**src/rtl/pipe_pkg.sv**
```systemverilog
// Shared definitions for the ID/EX elastic stage: skid state encoding and
// payload layout helpers used when packing and unpacking the payload vector.
package pipe_pkg;

   typedef enum logic [1:0] {
      EMPTY = 2'd0,
      ONE   = 2'd1,
      TWO   = 2'd2
   } skid_state_t;

   localparam int DEF_DATA_W     = 64;
   localparam int DEF_NUM_SRC    = 2;
   localparam int DEF_REG_ADDR_W = 4;
   localparam int PAYLOAD_W      = 2 + DEF_REG_ADDR_W + DEF_NUM_SRC * DEF_DATA_W;

   // Payload layout, LSB first: wreg_en, wmem_en, wreg_addr, operand words
   localparam int WREG_EN_POS = 0;
   localparam int WMEM_EN_POS = 1;
   localparam int ADDR_LSB    = 2;

   function automatic int payload_width(input int reg_addr_w, input int num_src,
                                        input int data_w);
      return 2 + reg_addr_w + num_src * data_w;
   endfunction

   function automatic int data_lsb(input int reg_addr_w);
      return ADDR_LSB + reg_addr_w;
   endfunction

endpackage

```
**src/rtl/pipe_skid_core.sv**
```systemverilog
// Generic two-entry valid/ready skid buffer on an opaque payload, with a
// registered in_ready and a synchronous flush that empties both entries.
module pipe_skid_core
   import pipe_pkg::*;
#(
   parameter int W = 8
) (
   input  logic         clk,
   input  logic         rst_n,
   input  logic         flush,
   input  logic         in_valid,
   output logic         in_ready,
   input  logic [W-1:0] in_data,
   output logic         out_valid,
   input  logic         out_ready,
   output logic [W-1:0] out_data
);

   skid_state_t  state;
   skid_state_t  state_n;
   logic         ready_q;
   logic         ready_n;
   logic [W-1:0] main_q;
   logic [W-1:0] skid_q;
   logic         load_main_in;
   logic         load_main_skid;
   logic         load_skid;
   logic         in_acc;
   logic         out_acc;

   assign out_valid = (state != EMPTY);
   assign in_ready  = ready_q;
   assign out_data  = main_q;
   assign in_acc    = in_valid & ready_q;
   assign out_acc   = out_valid & out_ready;

   // Flush wins over everything; payload registers keep their contents then
   always_comb begin
      state_n        = state;
      load_main_in   = 1'b0;
      load_main_skid = 1'b0;
      load_skid      = 1'b0;
      if (flush) begin
         state_n = EMPTY;
      end else begin
         case (state)
            EMPTY: begin
               if (in_acc) begin
                  load_main_in = 1'b1;
                  state_n      = ONE;
               end
            end
            ONE: begin
               if (in_acc && out_acc) begin
                  load_main_in = 1'b1;
               end else if (in_acc) begin
                  load_skid = 1'b1;
                  state_n   = TWO;
               end else if (out_acc) begin
                  state_n = EMPTY;
               end
            end
            TWO: begin
               if (out_acc) begin
                  load_main_skid = 1'b1;
                  state_n        = ONE;
               end
            end
            default: state_n = EMPTY;
         endcase
      end
      ready_n = (state_n != TWO);
   end

   always_ff @(posedge clk or negedge rst_n) begin
      if (!rst_n) begin
         state   <= EMPTY;
         ready_q <= 1'b1;
         main_q  <= '0;
         skid_q  <= '0;
      end else begin
         state   <= state_n;
         ready_q <= ready_n;
         if (load_main_in) begin
            main_q <= in_data;
         end else if (load_main_skid) begin
            main_q <= skid_q;
         end
         if (load_skid) begin
            skid_q <= in_data;
         end
      end
   end

endmodule

```
**src/rtl/id_ex_skid_stage.sv**
```systemverilog
// Elastic ID->EX pipeline stage: packs decoded control and operands into a
// skid core, squashes r0 writes, gates controls by valid and counts stalls.
module id_ex_skid_stage
   import pipe_pkg::*;
#(
   parameter int DATA_W      = 64,
   parameter int NUM_SRC     = 2,
   parameter int REG_ADDR_W  = 4,
   parameter int ZERO_SQUASH = 1,
   parameter int CNT_W       = 16
) (
   input  logic                      clk,
   input  logic                      rst_n,
   input  logic                      flush,
   input  logic                      in_valid,
   output logic                      in_ready,
   input  logic                      in_wreg_en,
   input  logic                      in_wmem_en,
   input  logic [NUM_SRC*DATA_W-1:0] in_rdata,
   input  logic [REG_ADDR_W-1:0]     in_wreg_addr,
   output logic                      out_valid,
   input  logic                      out_ready,
   output logic                      out_wreg_en,
   output logic                      out_wmem_en,
   output logic [NUM_SRC*DATA_W-1:0] out_rdata,
   output logic [REG_ADDR_W-1:0]     out_wreg_addr,
   output logic [CNT_W-1:0]          stall_cnt
);

   localparam int PW   = payload_width(REG_ADDR_W, NUM_SRC, DATA_W);
   localparam int DLSB = data_lsb(REG_ADDR_W);
   localparam int RW   = NUM_SRC * DATA_W;

   logic          cap_wreg_en;
   logic [PW-1:0] in_payload;
   logic [PW-1:0] main_payload;

   // Writes to register 0 are dropped at capture so they never leave the stage
   assign cap_wreg_en = (ZERO_SQUASH != 0) ? (in_wreg_en & (|in_wreg_addr)) : in_wreg_en;
   assign in_payload  = {in_rdata, in_wreg_addr, in_wmem_en, cap_wreg_en};

   pipe_skid_core #(
      .W(PW)
   ) u_core (
      .clk      (clk),
      .rst_n    (rst_n),
      .flush    (flush),
      .in_valid (in_valid),
      .in_ready (in_ready),
      .in_data  (in_payload),
      .out_valid(out_valid),
      .out_ready(out_ready),
      .out_data (main_payload)
   );

   assign out_wreg_en   = out_valid & main_payload[WREG_EN_POS];
   assign out_wmem_en   = out_valid & main_payload[WMEM_EN_POS];
   assign out_wreg_addr = main_payload[ADDR_LSB +: REG_ADDR_W];
   assign out_rdata     = main_payload[DLSB +: RW];

   // Saturating back-pressure counter; only reset clears it, flush does not
   always_ff @(posedge clk or negedge rst_n) begin
      if (!rst_n) begin
         stall_cnt <= '0;
      end else if (out_valid && !out_ready && (stall_cnt != {CNT_W{1'b1}})) begin
         stall_cnt <= stall_cnt + CNT_W'(1);
      end
   end

endmodule

```
**config.mk**
```make
export PLATFORM = sky130hd
export DESIGN_NAME = id_ex_skid_stage
export DESIGN_NICKNAME = d
export VERILOG_FILES = /design/src/rtl/pipe_pkg.sv /design/src/rtl/pipe_skid_core.sv /design/src/rtl/id_ex_skid_stage.sv
export SDC_FILE = /design/constraint.sdc
export NUM_CORES = 1
export LEC_CHECK = 0
export CAP_MARGIN = 5
export CORE_MARGIN = 5
export CORE_UTILIZATION = 45
export CTS_BUF_LIST = sky130_fd_sc_hd__clkbuf_8
export DETAILED_ROUTE_END_ITERATION = 6
export DONT_BUFFER_PORTS = 1
export PLACE_DENSITY = 0.66
export SYNTH_ARGS = -nofsm -noshare
export SYNTH_HDL_FRONTEND = slang
export SYNTH_HIERARCHICAL = 1
export SYNTH_SLANG_ARGS = --single-unit
```
**constraint.sdc**
```tcl
create_clock -name clk -period 4.9 [get_ports clk]
set_input_delay 0.245 -clock clk [delete_from_list [all_inputs] [get_ports clk]]
set_output_delay 0.245 -clock clk [all_outputs]
set_load 0.1 [all_outputs]
```
; ---- Word level (Yosys, flattened, before mapping)
; Index checks and enable logic that the tools add are counted.
[word_totals]
out_inout_bits = 152
in_bits = 139
wordCells = 42
ff_bits = 287
[classes]
muxes = 19
n_eq_ne = 4
bitwise_logic = 5
n_reduce_logical = 8
addsub = 1
[op_table]
columns = operator, count
row1 = two-way mux 134 bit, 2
row2 = adder 16 x 1 -> 16 bit (second input constant), 1
row3 = inequality test 16 bit (second input constant), 1
row4 = two-way mux 2 bit, 6
row5 = two-way mux 1 bit, 9
row6 = one-hot mux 2 bit (3 select lines), 1
row7 = bitwise AND 1 bit, 5
row8 = nonzero test 2 bit, 2
row9 = OR reduction 4 bit, 1
row10 = logical AND 1 bit, 3
row11 = equality test 2 x 1 -> 1 bit (second input constant), 1
row12 = equality test 2 bit (second input constant), 1
row13 = logical NOT 2 bit, 1
row14 = inequality test 2 bit (second input constant), 1
row15 = one-hot mux 1 bit (2 select lines), 1
row16 = logical NOT 1 bit, 1

; ---- Depth between registers and ports, before layout
[depth]
depth_word = 8
mapped_depth = 6
mapped_depth_nobuf = 5

; ---- Modules after synthesis
; The synthesis kept the hierarchy.
[by_module_without_submodules]
columns = module, n_inst, seq_area_each_um2, area_each_um2, cells_each
row1 = pipe_skid_core, 1, 6782.8, 11708.7, 734
row2 = id_ex_skid_stage, 1, 400.4, 853.3, 82

; ---- Worst setup path before layout
; Ideal clock, no wire load.
[synth_path]
path_kind = reg2reg
from = reg u_core.ready_q (netlist: u_core/in_ready)
to = reg u_core.main_q[49] (netlist: u_core/out_data[49])
stages_incl_launch_ff = 7
period_less_slack_ns = 2.397
arrival_ns = 2.272
setup_ns = 0.125
required_ns = 4.775
path_slack_ns = 2.503
n_path_buf = 2
path_cell_list = dfstp_2 > nand2_1 > or3_1 > a21oi_2 > buf_4 > buf_6 > mux2_2
[synth_via]
elab_chain_cells = 6
word_cells_on_any_way = 8
classes_between = mux (5) / bitwise (1) / reduce/logical (2)
[synth_rtl]
columns = item, line_no
row1 = from (decl), pipe_skid_core.sv:21  ; logic ready_q;
row2 = from (signal assigned), pipe_skid_core.sv:83  ; ready_q <= ready_n;
row3 = bitwise AND 1 bit *, pipe_skid_core.sv:34  ; assign in_acc = in_valid & ready_q;
row4 = logical AND 1 bit, pipe_skid_core.sv:54  ; if (in_acc && out_acc) begin
row5 = two-way mux 1 bit, pipe_skid_core.sv:54
row6 = one-hot mux 1 bit (2 select lines) *, pipe_skid_core.sv:46  ; case (state)
row7 = two-way mux 1 bit *, pipe_skid_core.sv:43  ; if (flush) begin
row8 = two-way mux 134 bit / nonzero test 2 bit (equally long branches), n/a
row9 = to (signal assigned), pipe_skid_core.sv:85  ; main_q <= in_data;
row10 = to (signal assigned), pipe_skid_core.sv:87  ; main_q <= skid_q;
row11 = to (decl), pipe_skid_core.sv:23  ; logic [W-1:0] main_q;
; Every way passes the cells marked *; elsewhere a longest branch is shown, timed or not.
; A chain may end at the register's enable or synchronous reset.

; ---- Final worst setup path
[layout_path]
from = reg u_core.ready_q (netlist: u_core/in_ready)
to = reg u_core.main_q[87] (netlist: u_core/out_data[87])
; Same word-level chain as after synthesis.

==> key figures <==
Run status
  – Outcome: finished with violations
  – Violated checks: negative hold slack

Floorplan
  – Initial Util: 45.3%
  – Die width: 177 um
  – I/O pins: 291
  – Die area: 31,400 um2
  – # rows: 61
  – Die Y-Extent: 177 um
  – Core area: 27,700 um2

Clocking
  – H-tree levels: 2
  – Clock buffer depth: 3
  – Post-CTS Setup Bufs: 0
  – CTS tree: yes
  – Post-cts sizing count: 0
  – Reg clk slew, reported paths: 60 ps
  – Post-CTS Hold Fix Bufs: 136
  – Clk_lat worst skew: 550 ps
  – CTS root buf: clkbuf_8
  – Cts bufs inserted: 49
  – Clk sinks: 287

Setup path
  – Crit end category: flop
  – Crit path cell chain: and4bb_1, nand2_8, buf_4, mux2_1, mux2_2
  – Reg2Reg Setup Slack: 1970 ps
  – CP startpoint kind: flop
  – Critical path peak fanout: 62
  – Crit Path Category: reg2reg
  – Crit path DAT: 3350 ps
  – Required time worst endpoint: 5320 ps
  – CP max stage delay: 860 ps
  – Worst-path cell with the longest stage delay: dfstp_2

STA
  – Final hold vios: 287
  – Setup-failing EPs final: 0
  – Max_slew headroom: 24.8%
  – Setup TNS: 0 ps
  – Final period util: 59.7%
  – Layout Skew: 14.6 ps
  – F_max: 342 MHz
  – Final min period: 2930 ps
  – Hold slack: -599 ps
  – Worst Max-Slew Pin Slew: 1130 ps
  – Max Slew Vio Count: 0
  – RSZ-0062 raised after global routing: no

GRT
  – Pin count of the biggest net entering global routing: 288
  – Antenna violations before repair: 1
  – All-Layer GR Usage: 16.7%
  – Global route overflow: 0
  – First-pass GRT wire length: 42,600 um
  – Vias in the first global route: 7,727

Route
  – Pre-antenna DRT Iters: 5
  – Number of DRC markers in iteration 0: 322
  – Antenna viol nets, final: 0
  – DRC Markers: 0
  – Via density: 5.19
  – Routed WL per cell: 19.5 um
  – Routed WL: 26,900 um
  – Via count: 7,169

Synthesis
  – Synth cell types: 42
  – Syn_nets: 956
  – Ys flop type: dfrtp_1
  – Mapped cell area: 12,600 um2
  – Yosys Warn Count: 6
  – Post-synth EDFFs: 0
  – Synth async-reset ratio: 100%
  – Syn Area/Cell: 15.4 um2
  – Synthesized flop and latch total: 287
  – Sequential element share of the synthesized area: 57.2%
  – Mapped Cells: 816

Cells and area
  – Share of layout cells above drive strength 1: 43.4%
  – Design area: 15,200 um2
  – Nets: 1,106
  – Layout area overhead: 20.6%
  – Fill cells: 2,274

Placement
  – Port bufs: 0
  – Final RePlAce weighted congestion: 0.746
  – Detailed Place HPWL: 16,400 um
  – Placed inst area: 12,800 um2

Hold path
  – Class of the worst hold path: in2async

Flow run
  – Max_cap viols: 0
[layout make-up]
cell class                      count  area, um2  share of cell area [%]
Inverter                            4       15.0                  0.0991
Tap cell                          378        473                    3.12
Antenna cell                        1       2.50                  0.0165
Sequential cell                   287       7180                    47.4
Multi-Input combinational cell    483       5100                    33.7
Timing Repair Buffer              141       1420                    9.40
Clock buffer                       62        853                    5.63
Clock inverter                     25       98.8                   0.652
[per-stage QoR]
step	setup slack (ps)	util, %	instances
floorplan	2500	-	816
global placement	1990	46.3	1157
detailed placement	1960	46.3	1157
CTS	1930	54.7	1380
global route	1860	54.7	1381
finish	1970	54.7	1381
[final timing paths]
check / endpoint / startpoint / depth (start not counted)
setup / recovery: u_core/out_data[87] / u_core/in_ready / 5
hold / removal: u_core/out_data[95] / rst_n / 0
setup reg to reg: u_core/out_data[87] / u_core/in_ready / 5
hold reg to reg: u_core/skid_q[116] / u_core/skid_q[116] / 1
max in group asynchronous: u_core/skid_q[26] / rst_n / 0
min in group clk: u_core/skid_q[0] / in_wreg_addr[3] / 2
[placed cells by master, fill, tap and decap left out, drive strengths merged]
cell / count
a21oi: 6
a31oi: 1
and2: 2
and3: 2
and4: 2
and4bb: 1
buf: 5
clkbuf: 62
clkinv: 1
clkinvlp: 1
dfrtp: 286
dfstp: 1
diode: 1
dlygate4sd3: 136
ha: 1
inv: 27
mux2: 402
mux2i: 2
nand2: 8
nand2b: 2
nand3: 7
nand3b: 1
nand4: 7
nand4b: 2
nor2: 11
nor2b: 1
nor3: 4
nor4: 2
o21a: 2
o41a: 1
or2: 3
or3: 1
or3b: 1
xnor2: 8
xor2: 3
[routing by layer]
| metal | vias up | routed length, um | global-route usage [%] |
|---|---|---|---|
| met5 | - | 0 | 0 |
| met4 | 0 | 571 | 4.74 |
| met3 | 47 | 3020 | 8.05 |
| met2 | 236 | 12500 | 26.7 |
| met1 | 3642 | 10800 | 20.4 |
| li1 | 3244 | - | - |
[synth_stat cells (2+ instances only)]
cell / instances / area [um2]
nor2_1: 10 / 37.5
mux2_1: 49 / 552
clkbuf_1: 4 / 15.0
dfrtp_1: 286 / 7160
o21a_1: 2 / 15.0
inv_1: 4 / 15.0
mux2i_1: 2 / 20.0
nor3_1: 4 / 20.0
nand3_1: 6 / 30.0
nand4b_1: 2 / 17.5
nor4_2: 2 / 25.0
buf_6: 13 / 146
and2_1: 2 / 12.5
mux2_2: 352 / 3960
nand4_2: 2 / 25.0
nand4_1: 5 / 31.3
nand2b_1: 2 / 12.5
or2_2: 2 / 12.5
nand2_1: 7 / 26.3
and4_1: 2 / 17.5
and3_1: 2 / 12.5
xor2_1: 3 / 26.3
a21oi_1: 5 / 25.0
buf_2: 23 / 115
xnor2_1: 8 / 70.1
[flip-flops by register name (all words and copies together), names as in the netlist]
register and flops:
u_core/out_data 134, u_core/skid_q 134, stall_cnt 16, u_core/state 2
u_core/in_ready 1
[logic make-up after synthesis]
logic type / share of synthesized area, %
mux: 36.2
flops: 57.2
buf+inv: 2.41
simple gates: 2.79
xor+xnor: 0.767
compound gates: 0.528
fa+ha+maj: 0.0996
[critical path: cells and delay by family, from the launching register on]
| kind | cells | cell delay (ps) |
|---|---|---|
| mux | 2 | 650 |
| simple gates | 2 | 820 |
| buf+inv | 1 | 440 |
| flops | 1 | 860 |
Power is not shown: default switching activity piles up to over one toggle a cycle in this logic, so the estimate is an artifact.
